**config.mk**
```make
export PLATFORM = sky130hd
export DESIGN_NAME = pwm_multi_channel_flat
export DESIGN_NICKNAME = d
export VERILOG_FILES = /design/src/rtl/pwm_multi_channel_if.sv /design/src/rtl/pwm_multi_channel.sv /design/src/flat_wrapper.sv
export SDC_FILE = /design/constraint.sdc
export NUM_CORES = 1
export LEC_CHECK = 0
export CORE_MARGIN = 1
export CORE_UTILIZATION = 37
export CTS_BUF_LIST = sky130_fd_sc_hd__clkbuf_4
export DETAILED_ROUTE_END_ITERATION = 10
export RECOVER_POWER = 100
export SLEW_MARGIN = 20
export SYNTH_ARGS = -nofsm -noshare
export SYNTH_HDL_FRONTEND = slang
export SYNTH_SLANG_ARGS = --single-unit
```
**constraint.sdc**
```tcl
create_clock -name clk -period 3.23 [get_ports clk]
set_input_delay 0.969 -clock clk [delete_from_list [all_inputs] [get_ports clk]]
set_output_delay 0.969 -clock clk [all_outputs]
set_load 0.01 [all_outputs]
```
**src/rtl/pwm_multi_channel_if.sv**
```systemverilog
// Register-load and output bundle for pwm_multi_channel.
// The master drives configuration and the slave (the PWM core) returns the outputs.
interface pwm_multi_channel_if #(
  parameter int unsigned CHANNELS = 4,
  parameter int unsigned WIDTH    = 8,
  parameter int unsigned SEL_W    = (CHANNELS > 1) ? $clog2(CHANNELS) : 1
);
  logic                en;
  logic                mode;
  logic [CHANNELS-1:0] pol;
  logic                duty_we;
  logic [SEL_W-1:0]    duty_sel;
  logic [WIDTH-1:0]    duty_data;
  logic                period_we;
  logic [WIDTH-1:0]    period_data;
  logic [CHANNELS-1:0] pwm_out;
  logic                cycle_start;

  modport master (
    output en, mode, pol, duty_we, duty_sel, duty_data, period_we, period_data,
    input  pwm_out, cycle_start
  );

  modport slave (
    input  en, mode, pol, duty_we, duty_sel, duty_data, period_we, period_data,
    output pwm_out, cycle_start
  );
endinterface

```
**src/rtl/pwm_multi_channel.sv**
```systemverilog
// Multi-channel PWM generator: one shared edge/center-aligned counter and per-channel compare.
// Duty, period and mode are double-buffered and switch over only at period boundaries.
module pwm_multi_channel #(
  parameter int unsigned CHANNELS = 4,
  parameter int unsigned WIDTH    = 8,
  parameter int unsigned SEL_W    = (CHANNELS > 1) ? $clog2(CHANNELS) : 1
) (
  input logic               clk,
  input logic               rst_n,
  pwm_multi_channel_if.slave bus
);

  logic [WIDTH-1:0]                cnt_q, cnt_d;
  logic                            dir_q, dir_d;  // 0 = counting up, 1 = counting down
  logic [CHANNELS-1:0][WIDTH-1:0]  duty_pend_q, duty_pend_d;
  logic [CHANNELS-1:0][WIDTH-1:0]  duty_act_q, duty_act_d;
  logic [WIDTH-1:0]                period_pend_q, period_pend_d;
  logic [WIDTH-1:0]                period_act_q, period_act_d;
  logic                            mode_act_q, mode_act_d;
  logic [CHANNELS-1:0]             pwm_out_q, pwm_out_d;
  logic                            cycle_start_q, cycle_start_d;

  logic                            boundary;
  logic                            load;
  logic [CHANNELS-1:0]             raw;

  assign boundary = (cnt_q == '0) && !dir_q;
  assign load     = !bus.en || boundary;

  always_comb begin
    duty_pend_d   = duty_pend_q;
    period_pend_d = period_pend_q;
    duty_act_d    = duty_act_q;
    period_act_d  = period_act_q;
    mode_act_d    = mode_act_q;
    cnt_d         = cnt_q;
    dir_d         = dir_q;
    raw           = '0;

    // Out-of-range duty_sel matches no channel, so such writes are dropped.
    for (int unsigned i = 0; i < CHANNELS; i++) begin
      if (bus.duty_we && (bus.duty_sel == SEL_W'(i))) begin
        duty_pend_d[i] = bus.duty_data;
      end
    end
    if (bus.period_we) begin
      period_pend_d = bus.period_data;
    end

    // The *_d pending values already carry a same-cycle write, giving the bypass for free.
    // The mode input itself is the pending mode value.
    if (load) begin
      duty_act_d   = duty_pend_d;
      period_act_d = period_pend_d;
      mode_act_d   = bus.mode;
    end

    // Current-cycle decisions use *_act_d so a boundary cycle already runs on the new values.
    if (!bus.en) begin
      cnt_d = '0;
      dir_d = 1'b0;
    end else if (!mode_act_d) begin
      dir_d = 1'b0;
      cnt_d = (cnt_q >= period_act_d) ? '0 : cnt_q + WIDTH'(1);
    end else if (!dir_q) begin
      if (cnt_q >= period_act_d) begin
        dir_d = 1'b1;
      end else begin
        cnt_d = cnt_q + WIDTH'(1);
      end
    end else begin
      if (cnt_q == '0) begin
        dir_d = 1'b0;
      end else begin
        cnt_d = cnt_q - WIDTH'(1);
      end
    end

    for (int unsigned i = 0; i < CHANNELS; i++) begin
      raw[i] = bus.en && (cnt_q < duty_act_d[i]);
    end
    pwm_out_d     = raw ^ bus.pol;
    cycle_start_d = boundary && bus.en;
  end

  always_ff @(posedge clk or negedge rst_n) begin
    if (!rst_n) begin
      cnt_q         <= '0;
      dir_q         <= 1'b0;
      duty_pend_q   <= '0;
      duty_act_q    <= '0;
      period_pend_q <= '1;
      period_act_q  <= '1;
      mode_act_q    <= 1'b0;
      pwm_out_q     <= '0;
      cycle_start_q <= 1'b0;
    end else begin
      cnt_q         <= cnt_d;
      dir_q         <= dir_d;
      duty_pend_q   <= duty_pend_d;
      duty_act_q    <= duty_act_d;
      period_pend_q <= period_pend_d;
      period_act_q  <= period_act_d;
      mode_act_q    <= mode_act_d;
      pwm_out_q     <= pwm_out_d;
      cycle_start_q <= cycle_start_d;
    end
  end

  assign bus.pwm_out     = pwm_out_q;
  assign bus.cycle_start = cycle_start_q;

endmodule

```
**src/flat_wrapper.sv**
```systemverilog
// flat-port wrapper written by rule: the top's interface ports become plain ports
module pwm_multi_channel_flat 
#(
  parameter int unsigned CHANNELS = 4,
  parameter int unsigned WIDTH    = 8,
  parameter int unsigned SEL_W    = (CHANNELS > 1) ? $clog2(CHANNELS) : 1
)
  (clk, rst_n, bus_en, bus_mode, bus_pol, bus_duty_we, bus_duty_sel, bus_duty_data, bus_period_we, bus_period_data, bus_pwm_out, bus_cycle_start);
  pwm_multi_channel_if #(.CHANNELS(CHANNELS), .WIDTH(WIDTH), .SEL_W(SEL_W)) bus_i ();
  input logic clk;
  input logic rst_n;
  input wire logic [$bits(bus_i.en)-1:0] bus_en;
  input wire logic [$bits(bus_i.mode)-1:0] bus_mode;
  input wire logic [$bits(bus_i.pol)-1:0] bus_pol;
  input wire logic [$bits(bus_i.duty_we)-1:0] bus_duty_we;
  input wire logic [$bits(bus_i.duty_sel)-1:0] bus_duty_sel;
  input wire logic [$bits(bus_i.duty_data)-1:0] bus_duty_data;
  input wire logic [$bits(bus_i.period_we)-1:0] bus_period_we;
  input wire logic [$bits(bus_i.period_data)-1:0] bus_period_data;
  output wire logic [$bits(bus_i.pwm_out)-1:0] bus_pwm_out;
  output wire logic [$bits(bus_i.cycle_start)-1:0] bus_cycle_start;
  assign bus_i.en = bus_en;
  assign bus_i.mode = bus_mode;
  assign bus_i.pol = bus_pol;
  assign bus_i.duty_we = bus_duty_we;
  assign bus_i.duty_sel = bus_duty_sel;
  assign bus_i.duty_data = bus_duty_data;
  assign bus_i.period_we = bus_period_we;
  assign bus_i.period_data = bus_period_data;
  assign bus_pwm_out = bus_i.pwm_out;
  assign bus_cycle_start = bus_i.cycle_start;
  pwm_multi_channel #(.CHANNELS(CHANNELS), .WIDTH(WIDTH), .SEL_W(SEL_W)) u_core (.clk(clk), .rst_n(rst_n), .bus(bus_i));
endmodule
```
==> impl_metrics.json <==
{
  "ys_top_cells_by_area": "dfrtp_1 (39%), ha_1 (9.7%), mux2_2 (9.0%), dfstp_2 (8.4%), nand2b_1 (4.7%)",
  "drt_first_pass_iters": 4,
  "swShare": 0.3040,
  "grt_usage": 0.1880,
  "initial_utilization": 0.3787,
  "wirelength_microns": 12740,
  "wl_per_cell_microns": 17.42,
  "slew_violations": 41,
  "synth_cell_type_count": 59,
  "area_delta_synth_final_pct": 29.97,
  "cts_hold_buf": 0,
  "cts.htree.levels": 3,
  "synthAdderAreaFrac": 0.09731,
  "final_cell_mix": "dfrtp_1 (79), buf_4 (54), inv_1 (44)",
  "vias": 3780,
  "overflow": 0,
  "end_kind": "flop",
  "drc": 0,
  "synth_nets": 510,
  "synth_compound_area_frac": 0.1497,
  "critPathLaunchType": "flop",
  "antenna_found_initial": 0,
  "cts_tree": "built",
  "slowest_delay_ns": 0.48,
  "setup_violations": 9,
  "cp_cell_sequence": "inv_2 -> ha_4 -> or4b_4 -> o21ai_4 -> buf_12 -> mux2_4 -> ha_4 -> nor2b_4 -> o21ai_4 -> a311oi_4 -> buf_12 -> o21a_1 -> a221o_1",
  "hold_path_class": "reg -> reg",
  "grt_pass1_vias": 3879,
  "p_switching_w": 0.0009735,
  "clkLatencyLatePin_ns": 0.48,
  "nets": 617,
  "crit_path_max_fanout": 8,
  "p_per_area_nw_per_um2": 491.3,
  "drive_gt1_frac": 0.3153,
  "numCtsBuffers": 9,
  "arrival_ns": 3.65,
  "gp_congestion": 0.8204,
  "layout_commonest_cell": "dfrtp_1",
  "p_leak_nw": 3.079,
  "port_buffers": 32,
  "rsz0062_at_grt": "true",
  "cts_root_buffer": "clkbuf_4",
  "synth-simple-area-share": 0.1145,
  "required_ns": 3.60,
  "cts.sinks": 95,
  "synth_xor_area_frac": 0.003493,
  "synth_area_per_cell_sq_um": 11.32,
  "postSynthCellCount": 443,
  "path_class": "reg -> reg",
  "ys_warn_count": 0,
  "cp_slowest_cell": "or4b_4",
  "synth_top_family_by_area": "compound AO/OA/AOI/OAI gates",
  "placementRows": 42,
  "status": "finished, violations left",
  "cap_violations": 1,
  "grt_max_degree": 41,
  "relSlewSlack": -0.4782,
  "clk_transition_reported_paths_ns": 0.14,
  "regArea_sq_um": 2397,
  "finalPower_w": 0.003202,
  "finalCritPeriodShare": 1.016,
  "grt_pass1_wl_microns": 20090,
  "ir_worst_vdd_mv": 0.1657,
  "nFillCells": 1183,
  "p_seq_frac": 0.464,
  "muxShareOfSynthArea": 0.1078,
  "die_x_microns": 118.4,
  "skew_ns": 0.02081,
  "diodes": 0,
  "ctsLongestPathBuffers": 2,
  "utilization": 0.4922,
  "worst-slew-pin-transition_ns": 2.217,
  "core_sq_um": 13240,
  "period_minus_slack_ns": 3.280,
  "viasPerCell": 5.171,
  "ys_seq_area_frac": 0.4780,
  "ios": 33,
  "tns_ns": -0.1864,
  "ys.flop_type": "dfrtp_1",
  "yosysTopAreaCell": "dfrtp_1",
  "layout_setup_ws_ns": -0.05014,
  "power.share.clock": 0.229,
  "timing.fmax_mhz": 304.9,
  "drt_iter0_markers": 201,
  "dp_hpwl_microns": 8710,
  "violations": "capacitance limit, slew limit, setup timing",
  "finalHoldViolCount": 0,
  "synth_edf_count": 0,
  "p_int_w": 0.002229,
  "combPwrFrac": 0.306,
  "synthArstFlopShare": 1.000,
  "antenna_left": 0,
  "die_y_microns": 118.4,
  "multiInputGateArea_sq_um": 2572,
  "netlist_area_sq_um": 5015,
  "r2r_slack_ns": -0.05,
  "die-area_sq_um": 14020,
  "ys_ff_latch": 95,
  "synth_top_area_share": 0.3942
}
-- worst max-delay path: cells and delay by family, from the launching register on --
kind                       cells  cell delay (ns)
buffers and inverters          3             0.43
muxes                          1             0.33
and+or+nand+nor                2             0.52
DFF                            1             0.42
adders and majority gates      2             0.42
AOI/OAI and AO/OA              5             1.09
-- final timing paths --
| check | from | to | depth (start not counted) |
|---|---|---|---|
| worst min register to register | u_core.duty_act_q[29] | u_core.duty_act_q[29] | 2 |
| worst max register to register | u_core.cnt_q[1] | u_core.cnt_q[7] | 13 |
| min in group asynchronous | rst_n | u_core.duty_act_q[2] | 1 |
| max in group asynchronous | rst_n | u_core.period_act_q[4] | 2 |
| worst min-delay path | u_core.duty_act_q[29] | u_core.duty_act_q[29] | 2 |
| worst max-delay path | u_core.cnt_q[1] | u_core.cnt_q[7] | 13 |
-- logic make-up after synthesis --
group	Yosys count
AOI/OAI and AO/OA	105
xor gates and xnor gates	2
adders and majority gates	39
buffers and inverters	61
DFF	95
muxes	49
and+or+nand+nor	92
-- power groups by stage --
stage	registers, W	clock network [W]	logic [W]
after floorplan	0.00150	0	0.000525
after global routing	0.00151	0.000801	0.00109
after global placement	0.00150	0	0.000831
final	0.00149	0.000734	0.000981
after CTS	0.00148	0.000754	0.000910
after detailed placement	0.00151	0	0.000861
-- cell type report --
cell class	count	share of cell area
inverter	47	0.02745
timing repair buffer	110	0.1513
clock inverter	7	0.01459
multi-input combinational	287	0.3947
clock buffer	9	0.01037
tap	176	0.03379
sequential	95	0.3678
-- cell usage after synthesis, types with 7 or more instances --
cell and n:
nor2_1 10, a21o_1 11, ha_1 39, inv_1 46, nand3_1 7, o21ai_0 31, nand2b_1 38, o21ai_1 7
mux2i_1 9, dfrtp_1 79, a211oi_1 8, dfstp_2 16, mux2_2 40, buf_2 8
-- timing repair --
item                       4_1_cts  5_1_grt
gates cloned                     1        2
resized for setup               14       30
pin swaps                        7       22
setup endpoints to repair       12       12
setup buffers                    6       10
-- sequential cells by signal (all words and copies together) (netlist names) --
name,count
u_core.bus.cycle_start,1
u_core.period_pend_q,8
u_core.mode_act_q,1
u_core.bus.pwm_out,4
u_core.period_act_q,8
u_core.duty_pend_q,32
u_core.dir_q,1
u_core.duty_act_q,32
u_core.cnt_q,8
-- layer usage --
metal,global-route usage,part of all wire,up-vias
met5,0,0,-
met4,0.08782,0.019,0
met3,0.01979,0.040,17
met2,0.3184,0.49,84
met1,0.2414,0.45,1862
li1,-,-,1817
-- stage by stage --
stage               hold WS (ns)  area [sq um]  setup slack, ns  instances
floorplan                 0.4531          5121         0.001984        443
global route              0.5245          6518          -0.1669        731
CTS                       0.4377          6332         0.004856        720
detailed placement        0.4760          6022          -0.6983        697
finish                    0.4989          6518         -0.05014        731
global placement          0.4718          6022          -0.6834        697
No activity file was read; power rests on OpenSTA's default activity.
==> patch: new RTL, config.mk and constraints unchanged <==
`CHANNELS` is set to 4 in 3 places; all go to 16.
--- a/src/rtl/pwm_multi_channel_if.sv
+++ b/src/rtl/pwm_multi_channel_if.sv
@@ -2,5 +2,5 @@
 // The master drives configuration and the slave (the PWM core) returns the outputs.
 interface pwm_multi_channel_if #(
-  parameter int unsigned CHANNELS = 4,
+  parameter int unsigned CHANNELS = 16,
   parameter int unsigned WIDTH    = 8,
   parameter int unsigned SEL_W    = (CHANNELS > 1) ? $clog2(CHANNELS) : 1
--- a/src/rtl/pwm_multi_channel.sv
+++ b/src/rtl/pwm_multi_channel.sv
@@ -2,5 +2,5 @@
 // Duty, period and mode are double-buffered and switch over only at period boundaries.
 module pwm_multi_channel #(
-  parameter int unsigned CHANNELS = 4,
+  parameter int unsigned CHANNELS = 16,
   parameter int unsigned WIDTH    = 8,
   parameter int unsigned SEL_W    = (CHANNELS > 1) ? $clog2(CHANNELS) : 1
--- a/src/flat_wrapper.sv
+++ b/src/flat_wrapper.sv
@@ -2,5 +2,5 @@
 module pwm_multi_channel_flat 
 #(
-  parameter int unsigned CHANNELS = 4,
+  parameter int unsigned CHANNELS = 16,
   parameter int unsigned WIDTH    = 8,
   parameter int unsigned SEL_W    = (CHANNELS > 1) ? $clog2(CHANNELS) : 1
Interface: changed (resized bus_duty_sel, bus_pol and bus_pwm_out); port bits go from 33 to 59. The function was not compared with the original's and may differ.
==> patch against the original RTL <==
- the flow finishes with violations (capacitance limit, slew limit)
- sequential cell count increased by 204
- total power rose to 3.7 times the old value
- wire length rose to 3.0 times the old value
- synthesized area rose to 3.0 times the old value
- register-to-register slack better by 190 ps
- setup slack improved by 140 ps
- largest cell class is now flip-flops and latches
- die area increased to 2.9 times the old value
- design area rose to 3.0 times the old value
- maximum frequency increased by 4.5%
==> patch: results (changes against the original RTL) <==
status:
  violations: "capacitance limit, slew limit"
  outcome: "complete, but fails checks"
sta:
  whs_ps: 475.5  # -23.41 ps
  final.min_clock_period_ps: 3139  # -141.5 ps
  timing_max_transition_violations_final: 72  # +76%
cells_and_area:
  layout.clock.cell_area_share: 0.05361  # +0.02865
  finalNetCount: 2001  # +220%
  num-nonclk-inverters: 245  # +420%
  antennaDiodeCount: 3  # +3
  multi_input_comb_area_um2: 6515  # +150%
  num-multi-input-gates: 868  # +200%
worst_setup_path:
  timing.rr.start: "u_core.cnt_q[0]$_DFFE_PN0P_"
  cp_data_arrival_time_ps: 3760  # +110 ps
  endpoint: "u_core.bus.pwm_out[3]$_DFF_PN0_"
  setup_slack_of_the_most_critical_reg_to_reg_path_ps: 140  # +190 ps
flow_run:
  maxCapViolCount: 1  # unchanged
die:
  taps: 525  # +200%
yosys:
  yosysSeqAreaShare: 0.5003  # +0.02229
global_route:
  grt_max_degree: 73  # +78%
  grt_first_pass_wirelength_um: 62110  # +210%
  global_route.usage.total: 0.1925  # +0.004459
place:
  place_inst: 2261  # +220%
  post_dp_cell_area_um2: 18420  # +210%
  place_congestion: 0.8032  # -2.1%
  port_buffers: 58  # +81%
clock_network:
  cts_buffer_depth: 3  # +1
detailed_routing:
  drt_total_wl_um: 38550  # +200%
  total_number_of_vias: 11659  # +210%
  detail_route.iter0.violations: 467  # +130%
hold_path:
  min-delay-start: "u_core.duty_pend_q[91]$_DFF_PN0_"
==> patch: changes by cell type in the layout (fill, tap and decap cells not counted), moves of 25 or more <==
cell,unedited run,this run
a21oi_1,6,32
buf_4,54,218
clkbuf_4,13,125
clkdlybuf4s50_1,26,52
dfrtp_1,79,281
ha_1,35,113
inv_1,44,243
mux2_2,30,5
mux2i_1,9,112
nand2_1,5,165
nand2b_1,38,9
nor2_1,10,47
o21ai_1,9,108
==> patch: power by group through the flow <==
| stage | combinational, mW | sequential (mW) | clock (mW) |
|---|---|---|---|
| 2_1_floorplan | 1.83 | 4.88 | 0 |
| 6_report | 3.39 | 4.87 | 3.44 |
| 4_1_cts | 3.32 | 4.87 | 3.58 |
| 3_5_place_dp | 3.28 | 4.93 | 0 |
| 5_1_grt | 3.84 | 4.95 | 3.79 |
| 3_3_place_gp | 3.17 | 4.90 | 0 |
==> patch: worst max-delay path: stages <==
cell,delay (ps)
dlymetal6s2s_1,140
buf_6,140
or3b_4,380
nor2_1,350
buf_4,200
mux2i_2,230
nand2_1,90
o21ai_2,70
ha_2,220
nor4b_1,60
o41ai_1,480
buf_4,190
a2111oi_2,60
xor2_1,180
==> patch: logic make-up after synthesis <==
logic type                 share of synthesized area
xor gates and xnor gates                    0.009930
and+or+nand+nor                               0.1057
AOI/OAI and AO/OA                             0.1181
adders and majority gates                     0.1026
muxes                                        0.08361
buffers and inverters                        0.07969
DFF                                           0.5003
==> patch: repair_timing <==
item / 4_1_cts / 5_1_grt
hold buffers: 0 / 0
resized for setup: 2 / 46
pin swaps: 0 / 10
endpoints found under the setup margin: 6 / 24
cloned: 0 / 4
setup buffers: 4 / 7
==> patch: metal layers <==
layer  track usage  routed length (um)
met1        0.2471               17520
met2        0.3222               18790
met3       0.03659                1408
met4       0.07009                 828
met5             0                   0
